**config.mk**
```make
export PLATFORM = sky130hd
export DESIGN_NAME = seyahat_yonetici_flat
export DESIGN_NICKNAME = d
export VERILOG_FILES = /design/src/rtl/seyahat_yonetici_if.sv /design/src/rtl/seyahat_yonetici.sv /design/src/flat_wrapper.sv
export SDC_FILE = /design/constraint.sdc
export NUM_CORES = 1
export LEC_CHECK = 0
export CORE_MARGIN = 4
export CORE_UTILIZATION = 35
export CTS_CLUSTER_DIAMETER = 120
export DETAILED_ROUTE_END_ITERATION = 16
export GPL_TIMING_DRIVEN = 0
export HOLD_SLACK_MARGIN = 0.12
export REMOVE_ABC_BUFFERS = 1
export SETUP_SLACK_MARGIN = 0.1
export SLEW_MARGIN = 10
export SYNTH_ARGS = -nofsm -noshare
export SYNTH_HDL_FRONTEND = slang
export SYNTH_SLANG_ARGS = --single-unit
```
**constraint.sdc**
```tcl
create_clock -name clk -period 2.1 [get_ports clk]
set_clock_uncertainty 0.05 [all_clocks]
set_input_delay 0.21 -clock clk [delete_from_list [all_inputs] [get_ports clk]]
set_output_delay 0.21 -clock clk [all_outputs]
set_load 0.01 [all_outputs]
```
**src/rtl/seyahat_yonetici_if.sv**
```systemverilog
// Request and status bundle for the trip manager: the controller side drives
// the start/abort/pause requests, the manager side reports trip progress.
interface seyahat_yonetici_if;
   logic       basla;
   logic [3:0] yakit;
   logic [5:0] rota;
   logic       seyahat_dogru;
   logic       iptal;
   logic       duraklat;
   logic [1:0] durum;
   logic       mesgul;
   logic [1:0] konum;
   logic [3:0] kalan_yakit;
   logic [5:0] rota_kayit;
   logic       tamam;
   logic       hata;

   modport master (
      output basla, yakit, rota, seyahat_dogru, iptal, duraklat,
      input  durum, mesgul, konum, kalan_yakit, rota_kayit, tamam, hata
   );

   modport slave (
      input  basla, yakit, rota, seyahat_dogru, iptal, duraklat,
      output durum, mesgul, konum, kalan_yakit, rota_kayit, tamam, hata
   );
endinterface

```
**src/rtl/seyahat_yonetici.sv**
```systemverilog
// Trip manager: accepts a validated start, burns one fuel unit per active
// cycle, and reports three completed legs of four steps each.
module seyahat_yonetici (
   input  logic                clk,
   input  logic                rst_n,
   seyahat_yonetici_if.slave   bus
);

   typedef enum logic [1:0] {
      BOSTA = 2'b00,
      YOLDA = 2'b01,
      VARDI = 2'b10,
      HATA  = 2'b11
   } durum_t;

   durum_t     state, state_d;
   logic [1:0] adim, adim_d;
   logic [1:0] konum_q, konum_d;
   logic [3:0] yakit_q, yakit_d;
   logic [5:0] rota_q, rota_d;

   always_ff @(posedge clk or negedge rst_n) begin
      if (!rst_n) begin
         state   <= BOSTA;
         adim    <= 2'd0;
         konum_q <= 2'd0;
         yakit_q <= 4'd0;
         rota_q  <= 6'd0;
      end else begin
         state   <= state_d;
         adim    <= adim_d;
         konum_q <= konum_d;
         yakit_q <= yakit_d;
         rota_q  <= rota_d;
      end
   end

   // Priority in YOLDA: abort, then pause, then the empty-tank guard, then advance.
   always_comb begin
      state_d = state;
      adim_d  = adim;
      konum_d = konum_q;
      yakit_d = yakit_q;
      rota_d  = rota_q;
      case (state)
         BOSTA: begin
            if (bus.basla) begin
               if (bus.seyahat_dogru) begin
                  yakit_d = bus.yakit;
                  rota_d  = bus.rota;
                  konum_d = 2'd0;
                  adim_d  = 2'd0;
                  state_d = YOLDA;
               end else begin
                  state_d = HATA;
               end
            end
         end
         YOLDA: begin
            if (bus.iptal) begin
               state_d = BOSTA;
            end else if (bus.duraklat) begin
               state_d = YOLDA;
            end else if (yakit_q == 4'd0) begin
               state_d = HATA;
            end else begin
               yakit_d = yakit_q - 4'd1;
               if (adim == 2'd3) begin
                  adim_d  = 2'd0;
                  konum_d = konum_q + 2'd1;
                  if (konum_q == 2'd2) begin
                     state_d = VARDI;
                  end
               end else begin
                  adim_d = adim + 2'd1;
               end
            end
         end
         VARDI:   state_d = BOSTA;
         HATA:    state_d = BOSTA;
         default: state_d = BOSTA;
      endcase
   end

   assign bus.durum       = state;
   assign bus.mesgul      = (state == YOLDA);
   assign bus.tamam       = (state == VARDI);
   assign bus.hata        = (state == HATA);
   assign bus.konum       = konum_q;
   assign bus.kalan_yakit = yakit_q;
   assign bus.rota_kayit  = rota_q;

endmodule
```
**src/flat_wrapper.sv**
```systemverilog
// flat-port wrapper written by rule: the top's interface ports become plain ports
module seyahat_yonetici_flat 
  (clk, rst_n, bus_basla, bus_yakit, bus_rota, bus_seyahat_dogru, bus_iptal, bus_duraklat, bus_durum, bus_mesgul, bus_konum, bus_kalan_yakit, bus_rota_kayit, bus_tamam, bus_hata);
  seyahat_yonetici_if bus_i ();
  input  logic clk;
  input  logic rst_n;
  input wire logic [$bits(bus_i.basla)-1:0] bus_basla;
  input wire logic [$bits(bus_i.yakit)-1:0] bus_yakit;
  input wire logic [$bits(bus_i.rota)-1:0] bus_rota;
  input wire logic [$bits(bus_i.seyahat_dogru)-1:0] bus_seyahat_dogru;
  input wire logic [$bits(bus_i.iptal)-1:0] bus_iptal;
  input wire logic [$bits(bus_i.duraklat)-1:0] bus_duraklat;
  output wire logic [$bits(bus_i.durum)-1:0] bus_durum;
  output wire logic [$bits(bus_i.mesgul)-1:0] bus_mesgul;
  output wire logic [$bits(bus_i.konum)-1:0] bus_konum;
  output wire logic [$bits(bus_i.kalan_yakit)-1:0] bus_kalan_yakit;
  output wire logic [$bits(bus_i.rota_kayit)-1:0] bus_rota_kayit;
  output wire logic [$bits(bus_i.tamam)-1:0] bus_tamam;
  output wire logic [$bits(bus_i.hata)-1:0] bus_hata;
  assign bus_i.basla = bus_basla;
  assign bus_i.yakit = bus_yakit;
  assign bus_i.rota = bus_rota;
  assign bus_i.seyahat_dogru = bus_seyahat_dogru;
  assign bus_i.iptal = bus_iptal;
  assign bus_i.duraklat = bus_duraklat;
  assign bus_durum = bus_i.durum;
  assign bus_mesgul = bus_i.mesgul;
  assign bus_konum = bus_i.konum;
  assign bus_kalan_yakit = bus_i.kalan_yakit;
  assign bus_rota_kayit = bus_i.rota_kayit;
  assign bus_tamam = bus_i.tamam;
  assign bus_hata = bus_i.hata;
  seyahat_yonetici u_core (.clk(clk), .rst_n(rst_n), .bus(bus_i));
endmodule
```
Word-level counts from Yosys, hierarchy flattened
Index checks and enable logic that the tools add are counted.
Cells by class
  magnitude comparators: 0
  reduce and logical (&&, ||, !) cells: 8
  shifts and indexed selects: 0
  equality and inequality tests: 13
  mux-type cells: 26
  add/sub/neg operators: 3
  bitwise gates (word level): 0
  multiply operators: 0
  divide/modulo/power cells: 0
Operators with widths (number)
  $mux 2: 17
  $mux 4: 5
  $ne 2x2->1 const B: 5
  $ne 5x3->1 const B: 2
  $eq 2x2->1 const B: 4
  $pmux 2 s2: 2
  $pmux 4 s2: 1
  $reduce_and 7->1: 1
  $pmux 2 s3: 1
  $reduce_and 3->1: 2
  $reduce_and 6->1: 1
  $add 2x1->2 const B: 2
  $logic_not 4->1: 1
  $sub 4x1->4 const B: 1
  $eq 2x1->1 const B: 1
  $logic_not 2->1: 1
  $ne 2x1->1 const B: 1
  $reduce_bool 2->1: 1
  $reduce_or 2->1: 1
Word-level totals
  memories kept: 0
  bits in registers: 16
  latch bits: 0
  RAM bits: 0
  ROM bits: 0
  output and inout bits: 17

Depth between registers and ports, before layout
  word-level depth: 7
  depth in mapped cells: 6
  gate-level depth less buffers: 5

Worst setup path after synthesis
OpenSTA, ideal clock, no wires.
  path kind: register to register
  from: register u_core.yakit_q[0], in the netlist u_core.bus.kalan_yakit[0]
  to: register u_core.adim[0]
  stages on the path, launching flop included: 7
  period minus slack after synthesis: 1.627 ns
  path slack: 0.473 ns
  library setup time: 0.124 ns
  arrival time: 1.453 ns
  path through: dfrtp_1 inv_1 ha_1 nor3b_2 buf_2 o211a_1 a211o_1
Between the ends
  longest elaborated chain between the ends: 3
RTL lines
  start: declaration: line seyahat_yonetici.sv:19  | logic [3:0] yakit_q, yakit_d;
  start signal: assignment: line seyahat_yonetici.sv:33  | yakit_q <= yakit_d;
  $logic_not 4->1: line seyahat_yonetici.sv:64  | end else if (yakit_q == 4'd0) begin
  $ne 2x2->1 (no line)
  $reduce_and 6->1 (no line)
  end signal: assignment: line seyahat_yonetici.sv:31  | adim <= adim_d;
  end: declaration: line seyahat_yonetici.sv:17  | logic [1:0] adim, adim_d;
No other way between the ends.
A chain may end at the register's enable or synchronous reset.

Worst setup path after layout
  from: register u_core.yakit_q[0], in the netlist u_core.bus.kalan_yakit[0]
  to: register u_core.adim[1]
Same word-level chain as after synthesis.

==> flow_summary.toml <==
[outcome]
status = "complete, no violations"

[grt]
grt_first_pass_wirelength_um = 3780
grt-ovfl-total = 0
antenna_found_initial = 0
grt_pass1_vias = 865
grt_max_degree = 17
gr-usage-all-layers_pct = 13.6

[timing]
timing.fmax_ghz = 0.556
tns_ns = 0
finalSetupViolCount = 0
hold_violations = 0
slew_headroom_pct = 49.4
min_period_over_period_pct = 85.7
worst_pin_slew_ns = 0.756
rsz0062_at_grt = "no"
drv_slew = 0
layout_setup_ws_ns = 0.300
fin_crit_ns = 1.80

[floorplanning]
core.rowCount = 19
start_util_pct = 36.2
core_area_um2 = 2730
io_pins = 33
die_x_um = 61.2
dieArea_um2 = 3740
die_height_um = 61.2

[critical_path]
critPathMaxStageDelay_ns = 0.53
cp_slowest_cell = "nor3b_4"
r2r-start = "u_core.bus.kalan_yakit[0]"
timing.rr.end = "u_core.adim[1]"
required_ns = 2.23
crit_buf_inv = 1
crit_path_max_fanout = 12
cp-start-kind = "register"
r2r_slack_ns = 0.30
rr_worst_depth = 5
crit_arrival_ns = 1.93
path_cells = "inv_1 -> ha_1 -> nor3b_4 -> nor4b_2 -> a211o_1"
endpoint_kind = "register"
critPathTopFamily = "simple AND/OR/NAND/NOR gates"
crit_type = "reg2reg"

[pwr]
power.net_switching_uw = 583
combinationalPowerShare_pct = 51.8
clockPowerShare_pct = 13.3
peakVddDrop_v = 0.000603
switching_share_pct = 37.2
power_frac_seq_pct = 34.9
intPower_uw = 982
finalPower_mw = 1.56
leakage_nw = 0.614
cellPowerDensity_nw_per_um2 = 1140

[placed_design]
dpl_cell_area_um2 = 1310
portBuffers = 32
dp_hpwl_um = 1680
gp_congestion = 0.830
place_ws_ns = 0.144

[clock_tree]
htree_levels = 1
cts.clk_slew.worst_paths_ns = 0.10
root_buffer = "clkbuf_4"
cts_tree = "yes"
clockBufferDepth = 2
clock_latency_ns = 0.29
numCtsBuffers = 3
cts_sinks = 16
ctsHoldBuffers = 0

[route]
drtIter0Drc = 27
dr.pass1.iters = 4
route.vias.total = 878
drt_wl_total_um = 2300
drc = 0
wl_per_cell_um = 13.9
ant_nets = 0
top_layer_used = "met4"
met1_length_um = 1010
wl_met2_um = 1140
vias_per_cell = 5.32
wl_met3_um = 133

[yosys]
netlist_area_um2 = 990
synth_seq_area_share_pct = 40.5
ys_top_cells_by_area = "dfrtp_1 40%, nand2_1 7.2%, a22oi_1 3.8%"
ys_ff_latch = 16
synth_top_cell_by_area = "dfrtp_1"
synth_top_cell_area_share_pct = 40.5
yosysUniqueCellTypes = 36
synthCells = 103
syn_area_per_cell_um2 = 9.61
synth_warnings = 0

[finish]
ff_latch_area_um2 = 403
finalNetCount = 154
stdcell_area_um2 = 1370
antenna-diode-count = 0
area_delta_synth_final_pct = 38.8
drive_gt1_share_pct = 12.7
final_common_cell = "clkdlybuf4s50_1"
multi_input_area_um2 = 543
fillCellCount = 281
final_cell_mix = "31 x clkdlybuf4s50_1, 19 x nand2_1, 14 x dfrtp_1"

[job]
cap_violations = 0

[hold_path]
hold_class = "in2async"
worst max path at each step:
stage	start	end	cells past startpoint
6_report	u_core.bus.kalan_yakit[0]	u_core.adim[1]	5
5_1_grt	u_core.bus.kalan_yakit[0]	u_core.adim[1]	5
4_1_cts	u_core.bus.kalan_yakit[0]	u_core.adim[1]	5
3_5_place_dp	u_core.bus.kalan_yakit[0]	u_core.adim[1]	5
3_3_place_gp	u_core.bus.kalan_yakit[0]	u_core.adim[1]	5
2_1_floorplan	u_core.bus.kalan_yakit[0]	u_core.adim[1]	5
layout make-up:
class                   count  area share [%]
multi-input cells          76            39.5
flip-flops and latches     16            29.3
repair buffers             34            24.6
well taps                  31            2.82
clock buffers               4            2.64
inverters                   4            1.09
synth_stat cells:
cell type  number
clkbuf_1        2
nand2_1        19
o2bb2ai_1       2
or3b_2          1
nor2b_1         3
nor4bb_1        1
buf_2           3
o22ai_1         2
o211a_1         3
nor3_1          1
or3b_1          1
nor4_1          1
nand2b_1        2
nand4bb_1       1
o21ai_0         1
nor4_2          1
and4bb_2        1
a211o_1         3
a311oi_1        1
a22oi_1         5
and2_1          1
a21oi_1         2
or2b_4          1
dfrtp_1        16
buf_6           1
nor4b_2         2
buf_1           1
ha_1            3
inv_1           4
nor2_1          5
o211ai_1        4
nor3b_2         2
o31ai_1         1
nor4b_1         3
nand3_1         2
a2bb2oi_1       1
kinds of logic after synthesis:
logic type,Yosys count,share of synthesized area (%)
AO/OA/AOI/OAI,25,19.6
adder cells (fa/ha/maj),3,3.79
buffers and inverters,11,5.31
flip-flops,16,40.5
AND/OR/NAND/NOR,48,30.8
power by group through the flow:
stage          clock network (mW)  registers (mW)  logic (mW)
2_1_floorplan                   0           0.598       0.369
5_1_grt                     0.231           0.572       0.898
4_1_cts                     0.217           0.544       0.811
3_5_place_dp                    0           0.576       0.762
3_3_place_gp                    0           0.572       0.756
6_report                    0.208           0.547       0.811
routing by layer:
layer	track usage, %	vias up
met5	0	-
met4	3.72	0
met3	3.98	2
met2	22.8	22
met1	17.1	415
li1	-	439
state kept, by name, summed over array words and instances (netlist names):
signal	cells
u_core.bus.durum	2
u_core.bus.kalan_yakit	4
u_core.bus.konum	2
u_core.adim	2
u_core.bus.rota_kayit	6
repair_timing:
| action | in CTS | in global routing |
|---|---|---|
| setup endpoints to repair | 1 | 6 |
| gates resized for setup | 3 | 2 |
| buffers inserted | 2 | 0 |
per-stage QoR:
stage	utilization (%)	hold WS, ns	cells
after detailed placement	48.0	0.419	159
after global routing	50.3	0.366	165
after global placement	48.0	0.410	159
after CTS	49.9	0.328	165
final	50.3	0.305	165
after floorplan	-	-0.136	96
Power figures use the tool's default switching activity.
